## config.mk

```make
export PLATFORM = sky130hd
export DESIGN_NAME = bram_write
export DESIGN_NICKNAME = d
export VERILOG_FILES = /design/src/rtl/bram_write_pkg.sv /design/src/rtl/bram_write_fifo.sv /design/src/rtl/bram_write.sv
export SDC_FILE = /design/constraint.sdc
export NUM_CORES = 1
export LEC_CHECK = 0
export ABC_AREA = 1
export CORE_MARGIN = 10
export CORE_UTILIZATION = 50
export DETAILED_ROUTE_END_ITERATION = 8
export GPL_TIMING_DRIVEN = 0
export PLACE_DENSITY = 0.68
export SETUP_SLACK_MARGIN = 0.5
export SYNTH_ARGS = -nofsm -noshare
export SYNTH_HDL_FRONTEND = slang
export SYNTH_SLANG_ARGS = --single-unit
```

## constraint.sdc

```tcl
create_clock -name clk_i -period 2.5 [get_ports clk_i]
set_input_delay 0.25 -clock clk_i [delete_from_list [all_inputs] [get_ports clk_i]]
set_output_delay 0.25 -clock clk_i [all_outputs]
set_load 0.005 [all_outputs]
```

## src/rtl/bram_write_pkg.sv

```systemverilog
// Shared types and constants for the BRAM write path.
// State encodings are the same ones the BRAM reader uses.
package bram_write_pkg;

  typedef enum logic [1:0] {
    ST_IDLE  = 2'd0,
    ST_WRITE = 2'd2
  } state_e;

  localparam int FIFO_SLOTS     = 4;
  localparam int FIFO_LOG_SLOTS = 2;

endpackage

```

## src/rtl/bram_write_fifo.sv

```systemverilog
// Small circular FIFO that buffers upstream words ahead of the BRAM writer.
// Pushes while full and pops while empty are ignored.
module bram_write_fifo #(
  parameter int DATA_WIDTH    = 8,
  parameter int NUM_SLOTS     = 4,
  parameter int LOG_NUM_SLOTS = 2
) (
  input  logic                  clk_i,
  input  logic                  rst_ni,
  input  logic                  push_i,
  input  logic [DATA_WIDTH-1:0] data_i,
  input  logic                  pop_i,
  output logic [DATA_WIDTH-1:0] data_o,
  output logic                  empty_o,
  output logic                  full_o,
  output logic                  almost_full_o
);

  localparam logic [LOG_NUM_SLOTS:0] FULL_COUNT   = (LOG_NUM_SLOTS + 1)'(NUM_SLOTS);
  localparam logic [LOG_NUM_SLOTS:0] ALMOST_COUNT = (LOG_NUM_SLOTS + 1)'(NUM_SLOTS - 1);

  logic [DATA_WIDTH-1:0]    mem_q [NUM_SLOTS];
  logic [LOG_NUM_SLOTS-1:0] wrPtr_q, rdPtr_q;
  logic [LOG_NUM_SLOTS:0]   count_q, count_d;
  logic                     doPush, doPop;

  assign empty_o       = (count_q == '0);
  assign full_o        = (count_q == FULL_COUNT);
  assign almost_full_o = (count_q >= ALMOST_COUNT);
  assign doPush        = push_i & ~full_o;
  assign doPop         = pop_i & ~empty_o;
  assign data_o        = mem_q[rdPtr_q];

  always_comb begin
    count_d = count_q;
    if (doPush && !doPop) begin
      count_d = count_q + 1'b1;
    end else if (!doPush && doPop) begin
      count_d = count_q - 1'b1;
    end
  end

  always_ff @(posedge clk_i) begin
    if (!rst_ni) begin
      wrPtr_q <= '0;
      rdPtr_q <= '0;
      count_q <= '0;
    end else begin
      count_q <= count_d;
      if (doPush) wrPtr_q <= wrPtr_q + 1'b1;
      if (doPop)  rdPtr_q <= rdPtr_q + 1'b1;
    end
  end

  // Storage needs no reset: emptiness is tracked by count_q alone.
  always_ff @(posedge clk_i) begin
    if (doPush) mem_q[wrPtr_q] <= data_i;
  end

endmodule

```

## src/rtl/bram_write.sv

```systemverilog
// Drains a buffered upstream stream into a BRAM as sequential writes,
// rewriting the same address window once per configured iteration.
module bram_write
  import bram_write_pkg::*;
#(
  parameter int DATA_WIDTH              = 8,
  parameter int LOG_MAX_ITERS           = 16,
  parameter int LOG_MAX_WRITES_PER_ITER = 16,
  parameter int LOG_MAX_ADDRESS         = 16
) (
  input  logic                               clk_i,
  input  logic                               rst_ni,
  input  logic                               configure_i,
  input  logic [LOG_MAX_ITERS-1:0]           num_iters_i,
  input  logic [LOG_MAX_WRITES_PER_ITER-1:0] num_writes_per_iter_i,
  input  logic [LOG_MAX_ADDRESS-1:0]         base_address_i,
  input  logic                               valid_in_i,
  input  logic [DATA_WIDTH-1:0]              data_in_i,
  output logic                               avail_out_o,
  output logic [LOG_MAX_ADDRESS-1:0]         address_out_o,
  output logic [DATA_WIDTH-1:0]              data_out_o,
  output logic                               write_out_o,
  output logic                               done_o,
  output logic                               overflow_o
);

  localparam logic [LOG_MAX_ITERS-1:0]           ITERS_ONE = 1;
  localparam logic [LOG_MAX_WRITES_PER_ITER-1:0] WR_ONE    = 1;

  state_e state_q, state_d;

  logic                               enabled_q, enabled_d;
  logic [LOG_MAX_ITERS-1:0]           itersLeft_q, itersLeft_d;
  logic [LOG_MAX_WRITES_PER_ITER-1:0] wrLeft_q, wrLeft_d, wrCopy_q, wrCopy_d;
  logic [LOG_MAX_ADDRESS-1:0]         addr_q, addr_d, baseCopy_q, baseCopy_d;
  logic [LOG_MAX_ADDRESS-1:0]         addressOut_q, addressOut_d;
  logic [DATA_WIDTH-1:0]              dataOut_q, dataOut_d;
  logic                               writeOut_q, writeOut_d;
  logic                               done_q, done_d;
  logic                               overflow_q;

  logic                  doWrite;
  logic [DATA_WIDTH-1:0] fifoHead;
  logic                  fifoEmpty, fifoFull, fifoAlmostFull;

  bram_write_fifo #(
    .DATA_WIDTH   (DATA_WIDTH),
    .NUM_SLOTS    (FIFO_SLOTS),
    .LOG_NUM_SLOTS(FIFO_LOG_SLOTS)
  ) u_fifo (
    .clk_i        (clk_i),
    .rst_ni       (rst_ni),
    .push_i       (valid_in_i),
    .data_i       (data_in_i),
    .pop_i        (doWrite),
    .data_o       (fifoHead),
    .empty_o      (fifoEmpty),
    .full_o       (fifoFull),
    .almost_full_o(fifoAlmostFull)
  );

  // A write is suppressed when configure arrives in the same cycle.
  always_comb begin
    state_d = state_q;
    doWrite = 1'b0;
    case (state_q)
      ST_IDLE: begin
        if (enabled_q && !fifoEmpty) state_d = ST_WRITE;
      end
      ST_WRITE: begin
        if (fifoEmpty || !enabled_q) state_d = ST_IDLE;
        else                         doWrite = ~configure_i;
      end
      default: state_d = ST_IDLE;
    endcase
  end

  always_comb begin
    enabled_d    = enabled_q;
    itersLeft_d  = itersLeft_q;
    wrLeft_d     = wrLeft_q;
    wrCopy_d     = wrCopy_q;
    addr_d       = addr_q;
    baseCopy_d   = baseCopy_q;
    addressOut_d = addressOut_q;
    dataOut_d    = dataOut_q;
    writeOut_d   = 1'b0;
    done_d       = 1'b0;
    if (configure_i) begin
      enabled_d   = (|num_iters_i) & (|num_writes_per_iter_i);
      itersLeft_d = num_iters_i;
      wrLeft_d    = num_writes_per_iter_i;
      wrCopy_d    = num_writes_per_iter_i;
      addr_d      = base_address_i;
      baseCopy_d  = base_address_i;
    end else if (doWrite) begin
      writeOut_d   = 1'b1;
      addressOut_d = addr_q;
      dataOut_d    = fifoHead;
      if (wrLeft_q != WR_ONE) begin
        wrLeft_d = wrLeft_q - 1'b1;
        addr_d   = addr_q + 1'b1;
      end else if (itersLeft_q == ITERS_ONE) begin
        enabled_d = 1'b0;
        done_d    = 1'b1;
      end else begin
        itersLeft_d = itersLeft_q - 1'b1;
        wrLeft_d    = wrCopy_q;
        addr_d      = baseCopy_q;
      end
    end
  end

  always_ff @(posedge clk_i) begin
    if (!rst_ni) begin
      state_q      <= ST_IDLE;
      enabled_q    <= 1'b0;
      itersLeft_q  <= '0;
      wrLeft_q     <= '0;
      wrCopy_q     <= '0;
      addr_q       <= '0;
      baseCopy_q   <= '0;
      addressOut_q <= '0;
      dataOut_q    <= '0;
      writeOut_q   <= 1'b0;
      done_q       <= 1'b0;
      overflow_q   <= 1'b0;
    end else begin
      state_q      <= state_d;
      enabled_q    <= enabled_d;
      itersLeft_q  <= itersLeft_d;
      wrLeft_q     <= wrLeft_d;
      wrCopy_q     <= wrCopy_d;
      addr_q       <= addr_d;
      baseCopy_q   <= baseCopy_d;
      addressOut_q <= addressOut_d;
      dataOut_q    <= dataOut_d;
      writeOut_q   <= writeOut_d;
      done_q       <= done_d;
      overflow_q   <= overflow_q | (valid_in_i & fifoFull);
    end
  end

  assign avail_out_o   = enabled_q & ~fifoAlmostFull;
  assign address_out_o = addressOut_q;
  assign data_out_o    = dataOut_q;
  assign write_out_o   = writeOut_q;
  assign done_o        = done_q;
  assign overflow_o    = overflow_q;

endmodule
```

==> impl_metrics.tcl <==
set metrics [dict create \
    status "finished, final reports clean" \
    fin_crit_ps 1957 \
    post-place-ws_ps 143.5 \
    crit_top_cell "a21oi_1" \
    cts.reportedPaths.clkPinSlew_ps 70 \
    cts_root_buffer "clkbuf_16" \
    ys_warn_count 0 \
    via_per_inst 5.338 \
    fp-row-count 44 \
    start_util_pct 51.47 \
    cts_tree "built" \
    worst_clock_skew_ps 13.75 \
    path_class "reg -> reg" \
    worst_pin_slew_ps 829.9 \
    fin_tns_setup_ps 0 \
    timing.hold.ws_ps 347.9 \
    clock_latency_ps 440 \
    dp_cells 1350 \
    p_switching_mw 1.991 \
    grt_pass1_wl_mm 35.39 \
    io_buffer_count 86 \
    drive_gt1_share_pct 7.980 \
    most-common-layout-cells "nand2_1, nor2_1, dfxtp_1" \
    fillers 1367 \
    synth_seq_cells 148 \
    worst_setup_path_end_kind "register" \
    arrival_ps 2290 \
    grt_pass1_vias 6930 \
    cp.required_ps 2830 \
    cts_max_path_buffers 2 \
    dp_hpwl_mm 16.02 \
    synth_seq_area_share_pct 43.56 \
    ir_drop_mv 0.4516 \
    power_mw 6.443 \
    post_drt_wl_per_cell_um 16.24 \
    rsz0062_at_grt "yes" \
    synth.area.top_cells "dfxtp_1, nand2_1, edfxtp_1" \
    switching_share_pct 30.90 \
    relSlewSlack_pct 44.47 \
    area_growth_pct 24.20 \
    synth_area_leader_cell "dfxtp_1" \
    cap_violations 0 \
    worst-path-buf-inv 3 \
    netlist_instances 1080 \
    intPower_mw 4.452 \
    die_width_um 142.8 \
    sequentialPowerShare_pct 41.7 \
    synth_nets 1151 \
    cp_max_fo 10 \
    hold_buffers 0 \
    grt_util_all_layers_pct 22.02 \
    antenna_found_initial 0 \
    clock_sinks 148 \
    synth.cell_area_um2 7537 \
    grt_start_max_net_pins 19 \
    gp_congestion 0.9489 \
    p_leak_nw 4.078 \
    core_um2 14640 \
    worstHoldPathType "in -> reg" \
    layout_commonest_cell "nand2_1" \
    timing.rr.start "u_fifo.count_q[2]$_SDFFE_PN0P_" \
    ant_nets 0 \
    vias 7404 \
    start_kind "register" \
    fmax_mhz 510.9 \
    crit_chain "inv_2 -> nand3_2 -> nand4_4 -> clkbuf_16 -> ha_1 -> inv_1 -> fa_1 -> a21oi_1 -> o21ai_0 -> o21ai_1 -> a21oi_1" \
    fin_nets 1261 \
    crit_start "u_fifo.count_q[2]$_SDFFE_PN0P_" \
    die_y_um 142.8 \
    hold_start "configure_i" \
    avgSynthCellArea_um2 6.979 \
    io_pins 88 \
    grt-ovfl-total 0 \
    first_pass_iters 5 \
    fin_cells 1387 \
    p_clk_share_pct 42.1 \
    finalCritPeriodShare_pct 78.30 \
    hold_viol_final 0 \
    htreeDepth 4 \
    post-route-drc-count 0 \
    finalMaxSlewViolations 0 \
    max_stage_delay_ps 370 \
    die-area_um2 20390 \
    path_delay_family "adder cells" \
    r2r_slack_ps 540 \
    cp_slowest_cell "fa_1" \
    synth.distinct_cells 40 \
    wirelength_mm 22.53 \
    powerDensity_nw_per_um2 688.3 \
    pwr-share-comb_pct 16.1 \
    insertedDiodeCount 0 \
    cts_made_buffers 17 \
    setup_viol 0 \
    synth.top_cell.area_share_pct 30.81 \
    drtIter0Drc 696 \
    setup_ws_ps 542.6 \
]
[area by class of cell]
type                    count  area (um^2)  share of cell area (%)
plain buffers              48        271.5                   2.900
inverters                  83        315.3                   3.368
flip-flops and latches    148         3286                   35.10
multi-input cells         801         3722                   39.76
clock buffers              17        425.4                   4.544
repair buffers             91        898.4                   9.596
well taps                 184        230.2                   2.459
clock inverters            15        212.7                   2.272
[worst paths after layout]
check,to,depth (start not counted)
min reg2reg,overflow_o$_SDFF_PN0_,2
min,wrCopy_q[12]$_SDFFE_PN0P_,4
max reg2reg,u_fifo.count_q[2]$_SDFFE_PN0P_,11
max,u_fifo.count_q[2]$_SDFFE_PN0P_,11
[cell families after synthesis]
kind of cell | after synthesis | share of synthesized area [%]
AO/OA/AOI/OAI | 178 | 12.47
AND/OR/NAND/NOR | 598 | 33.00
flip-flops | 148 | 43.56
adder cells (fa/ha/maj) | 11 | 1.926
buffers and inverters | 131 | 7.420
XOR/XNOR | 14 | 1.627
[registers in the layout, summed over array words and instances, names as in the netlist, 3 cells and up]
register and cells:
u_fifo.count_q 3, baseCopy_q 16, address_out_o 16, itersLeft_q 16, data_out_o 8, wrCopy_q 16
u_fifo.mem_q 32, wrLeft_q 16, addr_q 16
[worst register-to-register path, cell delays in order, from the launching register on]
cell       delay, ps
dfxtp_1          320
inv_2            100
nand3_2          130
nand4_4          100
clkbuf_16        170
ha_1             150
inv_1             60
fa_1             370
a21oi_1          150
o21ai_0          120
o21ai_1          130
a21oi_1           50
[power groups by stage]
stage	Clock [mW]	Sequential (mW)	Combinational, mW
after global routing	2.85	2.70	1.18
after floorplan	0	2.71	0.681
after detailed placement	0	2.73	0.999
final	2.71	2.69	1.04
after CTS	2.73	2.69	1.02
after global placement	0	2.73	0.989
[cell usage after synthesis (all sizes together)]
cell and number:
inv 82, a21o 2, clkbuf 19, nand3b 4
and2 1, o21bai 1, or2 3, o21ai 78
dfxtp 116, nor2 181, o21a 5, edfxtp 32
nand2 317, o22ai 8, o211ai 1, a21boi 1
nor4 5, clkinv 1, xor2 11, nand4 12
fa 1, xnor2 3, nor3 15, buf 29
ha 10, o31ai 1, nand3 60, a21oi 81
[metal layers]
| layer | wire, um | track usage [%] | vias to the layer above |
|---|---|---|---|
| met1 | 10290 | 28.57 | 3397 |
| met4 | 416 | 6.949 | 0 |
| met5 | 0 | 0 | - |
| met2 | 10150 | 35.09 | 251 |
| li1 | - | - | 3715 |
| met3 | 1665 | 5.771 | 41 |
[metrics by stage]
| stage | area (um^2) | util, % |
|---|---|---|
| CTS | 9325 | 63.68 |
| floorplan | 7543 | - |
| finish | 9361 | 63.93 |
| global route | 9361 | 63.93 |
| global placement | 8635 | 58.96 |
| detailed placement | 8635 | 58.96 |
[repair_timing]
item,in CTS,in global routing
resized for setup,10,6
buffers inserted,1,4
setup endpoints to repair,2,16
pin swaps,0,1
hold endpoints to repair,0,0
Power figures use the tool's default switching activity.
